## src/rtl/tlc1543_scan_ctrl.sv

```systemverilog
// Channel scheduler for the TLC1543 serial-ADC driver: round-robins the enabled
// channels, re-tags the one-frame-late results and keeps them in a result bank.
module tlc1543_scan_ctrl #(
  parameter int CH_NUM      = 11,
  parameter int TIMEOUT_CYC = 100000
) (
  input  logic              clk_50m,
  input  logic              rst_n,
  input  logic              scan_en,
  input  logic [CH_NUM-1:0] ch_mask,
  input  logic              err_clr,
  input  logic              tlc_eoc_ok,
  input  logic [9:0]        adc_data_in,
  output logic [3:0]        tlc_channel_sw,
  output logic              res_valid,
  output logic [3:0]        res_channel,
  output logic [9:0]        res_data,
  output logic              scan_done,
  output logic              busy,
  output logic              timeout_err,
  input  logic [3:0]        rd_ch,
  output logic [9:0]        rd_data
);

  typedef enum logic [1:0] {IDLE, PRIME, RUN, FLUSH} state_t;

  localparam logic [3:0]  CH_LAST  = 4'(CH_NUM - 1);
  localparam logic [16:0] CNT_LAST = 17'(TIMEOUT_CYC - 1);

  function automatic logic [3:0] lowest_ch(input logic [CH_NUM-1:0] m);
    logic [3:0] r;
    r = '0;
    for (int i = CH_NUM - 1; i >= 0; i--) if (m[i]) r = 4'(i);
    return r;
  endfunction

  function automatic logic [3:0] highest_ch(input logic [CH_NUM-1:0] m);
    logic [3:0] r;
    r = '0;
    for (int i = 0; i < CH_NUM; i++) if (m[i]) r = 4'(i);
    return r;
  endfunction

  // Lowest enabled channel above c, wrapping to the lowest enabled one.
  function automatic logic [3:0] next_ch(input logic [3:0] c, input logic [CH_NUM-1:0] m);
    logic [3:0] r;
    r = lowest_ch(m);
    for (int i = CH_NUM - 1; i >= 0; i--) if (m[i] && (4'(i) > c)) r = 4'(i);
    return r;
  endfunction

  state_t      state, state_nx;
  logic        eoc_d;
  logic        fe;
  logic        mask_any;
  logic [3:0]  cur_ch, pend_ch;
  logic [16:0] tmo_cnt;
  logic        start, advance, take_pend, publish, tmo_hit;
  logic [9:0]  bank [CH_NUM];

  assign fe       = eoc_d & ~tlc_eoc_ok;
  assign mask_any = |ch_mask;
  assign busy     = (state != IDLE);

  // NOTE: sequential state is updated with non-blocking assignments only, so
  // every register samples the pre-edge values regardless of block order.
  always_ff @(posedge clk_50m or negedge rst_n) begin
    if (!rst_n) state <= IDLE;
    else        state <= state_nx;
  end

  // NOTE: every always_comb output gets a default first; a path that leaves a
  // signal unassigned would otherwise infer a latch.
  always_comb begin
    state_nx  = state;
    start     = 1'b0;
    advance   = 1'b0;
    take_pend = 1'b0;
    publish   = 1'b0;
    tmo_hit   = 1'b0;
    // A frame end arriving on the last counted cycle still counts as progress.
    if (state != IDLE && !fe && tmo_cnt == CNT_LAST) begin
      tmo_hit  = 1'b1;
      state_nx = IDLE;
    end else begin
      case (state)
        IDLE: if (scan_en && mask_any) begin
          start    = 1'b1;
          state_nx = PRIME;
        end
        PRIME: if (fe) begin
          take_pend = 1'b1;
          advance   = 1'b1;
          state_nx  = RUN;
        end
        RUN: if (fe) begin
          publish   = 1'b1;
          take_pend = 1'b1;
          if (scan_en && mask_any) advance  = 1'b1;
          else                     state_nx = FLUSH;
        end
        FLUSH: if (fe) begin
          publish  = 1'b1;
          state_nx = IDLE;
        end
        default: state_nx = IDLE;
      endcase
    end
  end

  always_ff @(posedge clk_50m or negedge rst_n) begin
    if (!rst_n) begin
      eoc_d          <= 1'b0;
      cur_ch         <= '0;
      pend_ch        <= '0;
      tlc_channel_sw <= '0;
      res_valid      <= 1'b0;
      res_channel    <= '0;
      res_data       <= '0;
      scan_done      <= 1'b0;
      timeout_err    <= 1'b0;
      tmo_cnt        <= '0;
    end else begin
      eoc_d     <= tlc_eoc_ok;
      res_valid <= publish;
      scan_done <= publish && mask_any && (pend_ch == highest_ch(ch_mask));
      if (publish) begin
        res_channel <= pend_ch;
        res_data    <= adc_data_in;
      end
      if (start) begin
        cur_ch         <= lowest_ch(ch_mask);
        tlc_channel_sw <= lowest_ch(ch_mask);
      end
      if (take_pend) pend_ch <= cur_ch;
      if (advance) begin
        cur_ch         <= next_ch(cur_ch, ch_mask);
        tlc_channel_sw <= next_ch(cur_ch, ch_mask);
      end
      if (state == IDLE || fe || tmo_hit) tmo_cnt <= '0;
      else                                tmo_cnt <= tmo_cnt + 17'd1;
      if (tmo_hit)      timeout_err <= 1'b1;
      else if (err_clr) timeout_err <= 1'b0;
    end
  end

  // NOTE: the bank is built from resettable flops rather than a RAM macro,
  // because every entry must read back as zero straight after reset.
  always_ff @(posedge clk_50m or negedge rst_n) begin
    if (!rst_n) begin
      for (int i = 0; i < CH_NUM; i++) bank[i] <= '0;
      rd_data <= '0;
    end else begin
      if (publish && pend_ch <= CH_LAST) bank[pend_ch] <= adc_data_in;
      rd_data <= (rd_ch <= CH_LAST) ? bank[rd_ch] : '0;
    end
  end

endmodule

```

## config.mk

```make
export PLATFORM = sky130hd
export DESIGN_NAME = tlc1543_scan_ctrl
export DESIGN_NICKNAME = d
export VERILOG_FILES = /design/src/rtl/tlc1543_scan_ctrl.sv
export SDC_FILE = /design/constraint.sdc
export NUM_CORES = 1
export LEC_CHECK = 0
export ABC_AREA = 1
export ABC_CLOCK_PERIOD_IN_PS = 3050
export BUFFER_PORTS_ARGS = -buffer_cell sky130_fd_sc_hd__buf_4
export CAP_MARGIN = 25
export CORE_AREA = 2 2 116 118
export DETAILED_ROUTE_END_ITERATION = 16
export DIE_AREA = 0 0 118 120
export PLACE_DENSITY = 0.78
export SLEW_MARGIN = 10
export SYNTH_ARGS = -nofsm -noshare
export SYNTH_HDL_FRONTEND = slang
export SYNTH_SLANG_ARGS = --single-unit
```

## constraint.sdc

```tcl
create_clock -name clk_50m -period 3.05 [get_ports clk_50m]
set_input_delay 0 -clock clk_50m [delete_from_list [all_inputs] [get_ports clk_50m]]
set_output_delay 0 -clock clk_50m [all_outputs]
set_load 0.005 [all_outputs]
```

Word level (Yosys, flattened, before mapping)
Cells that the tools add are included.
{"block": "word_totals", "regBits": 165, "latchBits": 0, "ram_bits": 0, "romBits": 0, "output_inout_bits": 32, "memories": 0}
{"block": "classes", "add_sub_neg": 1, "multipliers": 0, "n_div": 0, "n_lt_le_gt_ge": 16, "n_eq_ne": 10, "n_shift": 0, "muxes": 63, "bitwise_logic": 4, "reduce_logical": 29}
{"cell": "4-bit two-way mux", "n": 33}
{"cell": "110-bit bitwise mux", "n": 1}
{"cell": "10-bit binary-select mux with 4-bit select", "n": 1}
{"cell": "10-bit demux with 4-bit select", "n": 1}
{"cell": "10-bit two-way mux", "n": 4}
{"cell": "1-bit logical AND", "n": 18}
{"cell": "17-bit by 1-bit adder with 17-bit output (second input constant)", "n": 1}
{"cell": "17-bit equality test (second input constant)", "n": 1}
{"cell": "17-bit two-way mux", "n": 1}
{"cell": "3-bit by 4-bit > comparator with 1-bit output (first input constant)", "n": 4}
{"cell": "3-bit != test (second input constant)", "n": 5}
{"cell": "1-bit two-way mux", "n": 14}
{"cell": "4-bit > comparator (first input constant)", "n": 3}
{"cell": "2-bit two-way mux", "n": 6}
{"cell": "11-bit OR reduction", "n": 1}
{"cell": "5-bit >= comparator (second input constant)", "n": 2}
{"cell": "4-bit NOT with 5-bit output", "n": 2}
{"cell": "1-bit by 4-bit > comparator with 1-bit output (first input constant)", "n": 2}
{"cell": "2-bit by 4-bit > comparator with 1-bit output (first input constant)", "n": 2}
{"cell": "4-bit <= comparator (second input constant)", "n": 2}
{"cell": "2-bit case mux with 4 select lines", "n": 1}
{"cell": "2-bit nonzero test", "n": 3}
{"cell": "5-bit by 1-bit < comparator with 1-bit output (second input constant)", "n": 1}
{"cell": "5-bit AND reduction", "n": 1}
{"cell": "10 further kinds", "n": 13}

Depth between registers and ports, before layout
Gate-level depths: netlist (run 1).
{"block": "logic_depth", "ltp_word": 23, "mapped_depth": 21, "ltp_nobuf": 21}

Worst setup path before layout (run 1)
Ideal clock, no wire load.
{"block": "synth_path", "path_type": "reg2reg", "start": "reg state[0]", "end": "reg bank[58] (netlist bit)", "setup_ns": 0.131, "t_arrival_ns": 1.653, "required_ns": 2.919, "path_slack_ns": 1.266, "stages_incl_launch_ff": 12, "path_buffers": 1, "synth_period_minus_slack_ns": 1.784, "path_cell_list": "dfrtp_1 -> inv_1 -> ha_1 -> nor2_1 -> nor2_4 -> inv_2 -> nor2_4 -> a21oi_1 -> inv_2 -> nand4_1 -> buf_2 -> o21ai_1"}
{"block": "synth_between", "elab_chain_cells": 5}
{"element": "from (decl)", "line_no": "52", "source": "state_t state, state_nx;"}
{"element": "from (signal assigned)", "line_no": "69", "source": "else state <= state_nx;"}
{"element": "2-bit equality test / 2-bit nonzero test (equally long branches)", "line_no": "86, 82"}
{"element": "2-bit OR reduction (no line) / 1-bit logical AND (equally long branches)"}
{"element": "1-bit two-way mux / 1-bit logical AND (equally long branches)"}
{"element": "1-bit two-way mux (*)", "line_no": "82", "source": "if (state != IDLE && !fe && tmo_cnt == CNT_LAST) begin"}
{"element": "via publish", "line_no": "58", "source": "logic start, advance, take_pend, publish, tmo_hit;"}
{"element": "1-bit logical AND (*)", "line_no": "154", "source": "if (publish && pend_ch <= CH_LAST) bank[pend_ch] <= adc_data_in;"}
{"element": "to (signal, indexed assignment)", "line_no": "154"}
{"element": "to (decl)", "line_no": "59", "source": "logic [9:0] bank [CH_NUM];"}
Mark *: on every way through the listed nets, which the timed path passes. The rest lies on a longest branch.
A chain may end at the register's enable or synchronous reset.

Final worst setup path (run 1)
{"block": "layout_path", "start": "reg state[0]", "end": "reg bank[57] (netlist bit)"}
Same word-level chain as after synthesis.

==> results of run 1 <==
## flip-flops by register name, indices dropped and copies added, names as in the netlist
name         flops
scan_done        1
res_valid        1
eoc_d            1
res_channel      4
cur_ch           4
tmo_cnt         17
timeout_err      1
state            2
rd_data         10
bank           110
res_data        10
pend_ch          4
## cell families (layout without fill, tap and decap cells)
logic type / Yosys count / in the layout / share of synthesized area, %
AOI/OAI and AO/OA: 265 / 265 / 19.6
xor gates and xnor gates: 4 / 4 / 0.463
adders and majority gates: 5 / 5 / 0.827
buffers and inverters: 128 / 187 / 6.43
DFF: 165 / 165 / 54.6
and+or+nand+nor: 318 / 318 / 18.1
## per-stage QoR
| step | util (%) | hold slack (ns) | setup slack, ns | total power, mW | instances |
|---|---|---|---|---|---|
| 5_1_grt | 68.3 | 0.0506 | 0.0639 | 8.21 | 1120 |
| 4_1_cts | 68.3 | 0.0128 | 0.383 | 7.72 | 1120 |
| 3_5_place_dp | 63.0 | 0.130 | 0.406 | 5.45 | 1083 |
| 3_3_place_gp | 62.8 | 0.129 | 0.581 | 5.37 | 1082 |
| 2_1_floorplan | - | -0.296 | 1.27 | 4.72 | 885 |
| 6_report | 68.3 | 0.0293 | 0.375 | 7.71 | 1120 |
## per-layer routing
| layer | track usage (%) | wire length, um |
|---|---|---|
| met1 | 37.6 | 7960 |
| met2 | 44.1 | 8950 |
| met3 | 5.56 | 1400 |
| met4 | 11.4 | 398 |
| met5 | 0 | 0 |
## worst reg2reg max path, stage by stage, from the launching register on
cell	delay (ns)
dfrtp_1	0.41
inv_1	0.09
ha_1	0.20
nor2_1	0.09
nor2_4	0.20
inv_2	0.21
nor2_4	0.21
a21oi_1	0.07
inv_2	0.06
nand4_1	0.63
nand2_1	0.26
o21ai_1	0.10
## power breakdown
part / total, mW / internal, mW / switching, mW
Clock: 2.23 / 1.39 / 0.843
Sequential: 3.51 / 3.01 / 0.500
Combinational: 1.97 / 0.838 / 1.13
Total: 7.71 / 5.24 / 2.47
## worst max path at each step
stage | to | slack, ns | cells past startpoint
4_1_cts | bank[57] | 0.38 | 11
3_5_place_dp | bank[57] | 0.41 | 11
2_1_floorplan | bank[58] | 1.27 | 11
6_report | bank[57] | 0.37 | 11
5_1_grt | bank[61] | 0.06 | 11
3_3_place_gp | bank[53] | 0.58 | 11
## placed cells by master (no fill, tap or decap), drive strengths merged
cell type,synthesis,layout
a211oi,1,1
a21boi,1,1
a21oi,18,18
a221oi,17,17
a22oi,1,1
a31oi,1,1
a32o,10,10
and3,1,1
buf,4,74
bufinv,0,3
clkbuf,48,24
clkinv,2,4
clkinvlp,0,2
dfrtp,165,165
dlygate4sd3,0,6
ha,5,5
inv,74,74
nand2,203,203
nand3,10,10
nand3b,1,1
nand4,13,13
nor2,82,82
nor3,4,4
nor3b,1,1
nor4,3,3
o2111ai,4,4
o211ai,2,2
o21a,1,1
o21ai,208,208
o22ai,1,1
xor2,4,4
## cell type report
class	instances	area [sq um]	share of cell area, %
Inverter	76	287	3.23
Clock inverter	7	119	1.34
Tap cell	176	220	2.49
Clock buffer	24	502	5.66
Sequential cell	165	4130	46.6
Multi-Input combinational cell	592	2950	33.3
Timing Repair Buffer	80	652	7.36
==> results.json, run 1 <==
{
  "slew_violations": 0,
  "cts_setup_buffers": 0,
  "yosys.area.top_type_share_pct": 54.6,
  "path_class": "reg -> reg",
  "ir_worst_vdd_uv": 488,
  "critPathSlowestCell": "nand4_1",
  "rrSetupSlack_ns": 0.37,
  "yosys-top-cells-area": "dfrtp_1 55%, nand2_1 9.9%, o21ai_0 9.6%, o21ai_1 4.2%, nor2_1 3.5%",
  "cp_cell_sequence": "inv_1 > ha_1 > nor2_1 > nor2_4 > inv_2 > nor2_4 > a21oi_1 > inv_2 > nand4_1 > nand2_1 > o21ai_1",
  "portBuffers": 61,
  "leakagePower_nw": 4.21,
  "die_h_um": 120,
  "fp-row-count": 42,
  "synth-seq-area-share_pct": 54.6,
  "power_density_nw_per_um2": 870,
  "nets": 967,
  "routabilityCongestion": 0.854,
  "cts.path.max_buffers": 2,
  "dp_hpwl_mm": 11.8,
  "viasPerCell": 5.77,
  "hold_start": "adc_data_in[5]",
  "synth_top_area_cell": "dfrtp_1",
  "synth-main-ff-cell": "dfrtp_1",
  "synth.distinct_cells": 39,
  "globalRouteTotalUtil_pct": 27.7,
  "overflow": 0,
  "yosys-top-cells-count": "199 x nand2_1, 165 x dfrtp_1, 145 x o21ai_0, 71 x nor2_1, 64 x inv_1",
  "period_share_pct": 87.7,
  "cts_tree": "built",
  "synth-edff-count": 0,
  "clock_latency_ns": 0.43,
  "syn_nets": 920,
  "drv_cap": 0,
  "grt_max_degree": 97,
  "holdPathEnd": "bank[85]",
  "via_count": 6462,
  "worstMarginPinSlew_ns": 0.986,
  "finalSetupTns_ns": 0,
  "antenna_found_initial": 0,
  "holdPathStages": 3,
  "dieArea_sq_um": 14200,
  "first_pass_iters": 5,
  "reg2reg_to": "bank[57]",
  "drc_errors": 0,
  "clkTransAtPathRegs_ns": 0.06,
  "synth_seq_cells": 165,
  "antenna_left": 0,
  "required_ns": 3.34,
  "async_flop_share_pct": 100,
  "ys_warn_count": 0,
  "finalCriticalPeriod_ns": 2.68,
  "pin_count": 62,
  "finalHoldViolations": 0,
  "fillerInstances": 1018,
  "rsz0062_at_grt": "no",
  "die_w_um": 118,
  "outcome": "completed",
  "yosysMostFrequentCell": "nand2_1",
  "syn_to_final_growth_pct": 17.1,
  "fp.coreArea_sq_um": 13000,
  "hold_buffers": 6,
  "grt_first_pass_wirelength_mm": 30.7,
  "first_iter_violations": 634,
  "synth.cell_area_sq_um": 7560,
  "slew_headroom_pct": 34.0,
  "cts_buffers": 17,
  "cp-start-kind": "flip-flop",
  "finClkSkew_ns": 0.00880,
  "setup_viol": 0,
  "worstPathMaxFanout": 26,
  "avgSynthCellArea_sq_um": 8.55,
  "routedWlPerCell_um": 16.7,
  "antenna_cells": 0,
  "synthCells": 885,
  "clock_sinks": 165,
  "cts_max_level": 4,
  "crit_start": "state[0]",
  "cts_resized": 0,
  "placed_cell_area_sq_um": 8180,
  "drive_above_1_share_pct": 14.4,
  "cp.arrival_ns": 2.96,
  "grt_pass1_vias": 6140,
  "cpPeakStageDelay_ns": 0.63,
  "rr_startpoint": "state[0]",
  "critPathBufInv": 3,
  "wirelength_mm": 18.7,
  "fmax_mhz": 374,
  "clockRootBuffer": "clkbuf_16",
  "path_delay_family": "simple AND/OR/NAND/NOR gates",
  "hold_path_class": "in -> reg",
  "start_util_pct": 58.3,
  "cp-end-kind": "flip-flop",
  "r2r_cells": 11,
  "stdcell_area_sq_um": 8860
}
Note: power is estimated with default switching activity, not from simulation.
==> run 2, diff against run 1 <==
==> constraint.sdc (replaced) <==
create_clock -name clk_50m -period 3.05 [get_ports clk_50m]
set_input_delay 0.4575 -clock clk_50m [delete_from_list [all_inputs] [get_ports clk_50m]]
set_output_delay 0.4575 -clock clk_50m [all_outputs]
set_load 0.005 [all_outputs]
==> results.json, run 2 (synthesis results as in run 1) <==
{
  "worstPathMaxFanout": 26,
  "viasPerCell": 5.67,
  "cts_tree": "built",
  "cp.arrival_ns": 2.69,
  "r2r_cells": 8,
  "first_iter_violations": 626,
  "cp-end-kind": "flip-flop",
  "required_ns": 3.37,
  "die_h_um": 120,
  "grt_max_degree": 87,
  "routedWlPerCell_um": 16.8,
  "cts_resized": 0,
  "path_delay_family": "simple AND/OR/NAND/NOR gates",
  "syn_to_final_growth_pct": 16.4,
  "hold_buffers": 0,
  "cts_setup_buffers": 0,
  "pin_count": 62,
  "largestRegisters": "bank x110, tmo_cnt x17",
  "fillerInstances": 1052,
  "antenna_found_initial": 0,
  "rr_startpoint": "state[0]",
  "fp.coreArea_sq_um": 13000,
  "critPathBufInv": 2,
  "pre_cts_ws_ns": 0.685,
  "cts.path.max_buffers": 2,
  "worstMarginPinSlew_ns": 0.793,
  "clockRootBuffer": "clkbuf_16",
  "period_share_pct": 77.6,
  "largest_reg_flops": 110,
  "cpPeakStageDelay_ns": 0.49,
  "critPathSlowestCell": "nand3_1",
  "hold_path_class": "in -> async",
  "die_w_um": 118,
  "rsz0062_at_grt": "no",
  "seq_area_sq_um": 4130,
  "ir_worst_vdd_uv": 509,
  "reg2reg_to": "bank[82]",
  "fp-row-count": 42,
  "portBuffers": 61,
  "routabilityCongestion": 0.879,
  "grt_first_pass_wirelength_mm": 31.3,
  "drc_errors": 0,
  "final_common_cell": "nand2_1",
  "slew_violations": 0,
  "finalHoldViolations": 0,
  "rrSetupSlack_ns": 0.68,
  "slew_headroom_pct": 47.1,
  "fin_ws_ns": 0.682,
  "grt_pass1_vias": 6204,
  "antenna_left": 0,
  "regMostFlops": "bank",
  "final_util_pct": 67.8,
  "layout_common_cells": "199 x nand2_1, 165 x dfrtp_1, 145 x o21ai_0",
  "drive_above_1_share_pct": 15.2,
  "drv_cap": 0,
  "clock_sinks": 165,
  "setup_viol": 0,
  "finalSetupTns_ns": 0,
  "nets": 968,
  "start_util_pct": 58.3,
  "finalCriticalPeriod_ns": 2.37,
  "via_count": 6358,
  "wirelength_mm": 18.9,
  "cp_cell_sequence": "inv_1 > ha_1 > nor2_1 > nor2_4 > inv_2 > nor2_4 > nand3_1 > o21ai_0",
  "power_density_nw_per_um2": 858,
  "outcome": "completed",
  "dp_hpwl_mm": 11.8,
  "multiInputGateArea_sq_um": 2950,
  "dieArea_sq_um": 14200,
  "antenna_cells": 0,
  "cpMostUsedCell": "nor2_4",
  "first_pass_iters": 7,
  "clock_latency_ns": 0.42,
  "globalRouteTotalUtil_pct": 28.2,
  "path_class": "reg -> reg",
  "leakagePower_nw": 4.20,
  "cts_max_level": 4,
  "finClkSkew_ns": 0.00807,
  "cts_buffers": 17,
  "fmax_mhz": 422,
  "cp-start-kind": "flip-flop",
  "overflow": 0,
  "clkTransAtPathRegs_ns": 0.06
}
-- run 2: worst max-delay path by stage --
stage / start / to / slack (ns) / depth (start not counted)
after floorplan: state[0] / bank[58] / 1.27 / 11
after global placement: tlc_eoc_ok / bank[80] / 0.77 / 8
after detailed placement: tlc_eoc_ok / bank[81] / 0.68 / 8
after CTS: state[0] / bank[81] / 0.67 / 8
after global routing: state[0] / bank[84] / 0.33 / 8
final: state[0] / bank[82] / 0.68 / 8
-- run 2: through the flow --
step	hold WS [ns]	instance area, sq um	total power, mW	cells
floorplan	0.162	7560	4.72	885
global placement	0.460	8200	5.38	1089
detailed placement	0.468	8200	5.46	1089
CTS	0.119	8780	7.56	1120
global route	0.142	8800	8.08	1121
finish	0.0547	8800	7.56	1121
-- run 2: routing by layer --
| metal | GRT usage (%) | up-vias | routed length (um) |
|---|---|---|---|
| met5 | 0 | - | 0 |
| met4 | 10.3 | 0 | 445 |
| met3 | 6.08 | 31 | 1170 |
| met2 | 46.1 | 218 | 9100 |
| met1 | 37.5 | 3060 | 8150 |
| li1 | - | 3049 | - |
-- run 2: final cells by class --
type | count | share of cell area [%]
clock buffers | 23 | 5.66
clock inverters | 8 | 0.839
flip-flops and latches | 165 | 46.9
repair buffers | 81 | 7.32
multi-input cells | 592 | 33.5
inverters | 76 | 3.25
well taps | 176 | 2.50
-- run 2: report_power, final --
part           internal (mW)  switching [mW]  total (mW)
clock                   1.22           0.850        2.07
combinational          0.837            1.12        1.96
sequential              3.01           0.517        3.52
total                   5.07            2.49        7.56
==> run 3, diff against run 2 <==
--- a/config.mk
+++ b/config.mk
@@ -6,13 +6,13 @@
 export NUM_CORES = 1
 export LEC_CHECK = 0
 export ABC_AREA = 1
-export ABC_CLOCK_PERIOD_IN_PS = 3050
+export ABC_CLOCK_PERIOD_IN_PS = 2000
 export BUFFER_PORTS_ARGS = -buffer_cell sky130_fd_sc_hd__buf_4
 export CAP_MARGIN = 25
-export CORE_AREA = 2 2 116 118
+export CORE_AREA = 2 2 122 124
 export DETAILED_ROUTE_END_ITERATION = 16
-export DIE_AREA = 0 0 118 120
-export PLACE_DENSITY = 0.78
+export DIE_AREA = 0 0 124 126
+export PLACE_DENSITY = 0.75
 export SLEW_MARGIN = 10
 export SYNTH_ARGS = -nofsm -noshare
 export SYNTH_HDL_FRONTEND = slang
==> constraint.sdc (replaced) <==
create_clock -name clk_50m -period 2 [get_ports clk_50m]
set_input_delay 0.3 -clock clk_50m [delete_from_list [all_inputs] [get_ports clk_50m]]
set_output_delay 0.3 -clock clk_50m [all_outputs]
set_load 0.005 [all_outputs]
==> results.json, run 3 (synthesis results as in run 1) <==
{
  "drv_cap": 0,
  "fp.coreArea_sq_um": 14300,
  "clock_sinks": 165,
  "overflow": 0,
  "layout_common_cells": "197 x nand2_1, 165 x dfrtp_1, 145 x o21ai_0",
  "fmax_mhz": 533,
  "regMostFlops": "bank",
  "grt_first_pass_wirelength_mm": 31.5,
  "slew_violations": 0,
  "nets": 993,
  "drc_errors": 0,
  "die_h_um": 126,
  "worstPathMaxFanout": 10,
  "place_inst": 1109,
  "cts_max_level": 4,
  "power_density_nw_per_um2": 1300,
  "stdcell_area_sq_um": 9180,
  "finalSetupTns_ns": 0,
  "placed_cell_area_sq_um": 8380,
  "worstMarginPinSlew_ns": 0.579,
  "grt_max_degree": 49,
  "grt_pass1_vias": 6317,
  "cp-end-kind": "flip-flop",
  "final_common_cell": "nand2_1",
  "dieArea_sq_um": 15600,
  "syn_to_final_growth_pct": 21.3,
  "finalHoldViolations": 0,
  "required_ns": 2.29,
  "p_clk_share_pct": 28.4,
  "hold_path_class": "in -> reg",
  "slew_headroom_pct": 61.0,
  "fillerInstances": 1202,
  "dp_hpwl_mm": 12.6,
  "fp-row-count": 44,
  "clkTransAtPathRegs_ns": 0.06,
  "clockRootBuffer": "clkbuf_16",
  "setup_viol": 0,
  "routabilityCongestion": 0.888,
  "p_int_mw": 8.10,
  "cts_buffers": 17,
  "antenna_left": 0,
  "combinationalPowerShare_pct": 26.7,
  "wirelength_mm": 19.6,
  "antenna_found_initial": 0,
  "first_pass_iters": 6,
  "power_mw": 12.0,
  "largestRegisters": "bank x110, tmo_cnt x17",
  "swShare_pct": 32.4,
  "largest_reg_flops": 110,
  "die_w_um": 124,
  "outcome": "completed",
  "cts.path.max_buffers": 2,
  "cp-start-kind": "input pin",
  "cp_cell_sequence": "dlygate4sd3_1 > buf_4 > nor2_4 > inv_2 > nor2_4 > inv_2 > nor2_4 > a21oi_1 > inv_2 > nand4_1 > buf_4 > buf_12 > nand2_1 > o21ai_1",
  "clock_latency_ns": 0.43,
  "portBuffers": 61,
  "critPathSlowestCell": "dlygate4sd3_1",
  "antenna_cells": 0,
  "instances_no_fill": 1155,
  "ir_worst_vdd_uv": 862,
  "pin_count": 62,
  "path_class": "in -> reg",
  "start_util_pct": 52.8,
  "seq_power_share_pct": 44.9,
  "period_share_pct": 93.8,
  "finalCriticalPeriod_ns": 1.88,
  "routedWlPerCell_um": 17.0,
  "via_count": 6497,
  "finClkSkew_ns": 0.0118,
  "cts_tree": "built",
  "cp.arrival_ns": 2.16,
  "cpPeakStageDelay_ns": 0.54,
  "globalRouteTotalUtil_pct": 26.1,
  "hold_ws_ns": 0.0734,
  "drive_above_1_share_pct": 17.9,
  "first_iter_violations": 629,
  "power.switching_mw": 3.87,
  "leakagePower_nw": 4.38,
  "viasPerCell": 5.63
}
-- run 3: cell count changes in the layout (fill, tap and decap cells not counted), sizes merged --
cell,previous run,this run
buf,81,103
bufinv,1,3
clkbuf,23,25
clkinv,7,6
clkinvlp,2,1
dlygate4sd3,0,2
-- run 3: worst max-delay path, delay by kind of cell --
kind / cells / cell delay, ns
buffers and inverters: 7 / 1.20
and+or+nand+nor: 5 / 0.50
AOI/OAI and AO/OA: 2 / 0.15
-- run 3: layer usage --
metal | GRT usage, % | vias up | routed length [um]
met5 | 0 | - | 0
met4 | 8.72 | 0 | 396
met3 | 5.12 | 29 | 1260
met2 | 41.9 | 241 | 9430
met1 | 35.7 | 3118 | 8520
li1 | - | 3109 | -
-- run 3: final cells by class --
type | count | area [sq um] | area share, %
flip-flops and latches | 165 | 4130 | 45.0
repair buffers | 106 | 917 | 9.99
well taps | 184 | 230 | 2.51
clock buffers | 24 | 492 | 5.36
inverters | 76 | 287 | 3.12
clock inverters | 8 | 121 | 1.32
multi-input cells | 592 | 3000 | 32.7
-- run 3: worst paths after layout --
kind	from	slack (ns)	cells after the start	endpoint
min reg2reg	tmo_cnt[7]	0.47	1	tmo_cnt[7]
max	tlc_eoc_ok	0.12	14	bank[59]
min in group asynchronous	rst_n	0.39	2	bank[13]
max in group asynchronous	rst_n	0.98	3	tmo_cnt[1]
min	err_clr	0.07	2	timeout_err
max reg2reg	tmo_cnt[0]	0.13	11	tmo_cnt[16]
-- run 3: per-stage QoR --
| step | setup WS, ns | utilization [%] |
|---|---|---|
| after floorplan | 0.216 | - |
| final | 0.123 | 64.1 |
| after detailed placement | -0.0120 | 58.5 |
| after CTS | 0.0831 | 63.0 |
| after global routing | -0.0526 | 64.1 |
| after global placement | 0.0785 | 58.5 |
-- run 3: timing repair --
action / in CTS / in global routing
hold buffers: 2 / 0
resized for setup: 0 / 13
setup endpoints to repair: 7 / 21
buffers inserted: 1 / 9
gates cloned: 0 / 1
hold endpoints to repair: 46 / 0
pin swaps: 1 / 7
-- run 3: power groups by stage --
stage	registers [mW]	logic (mW)	clock network (mW)
2_1_floorplan	5.17	2.03	0
3_3_place_gp	5.38	2.96	0
3_5_place_dp	5.40	3.07	0
4_1_cts	5.36	3.11	3.42
5_1_grt	5.53	3.68	3.56
6_report	5.38	3.19	3.40
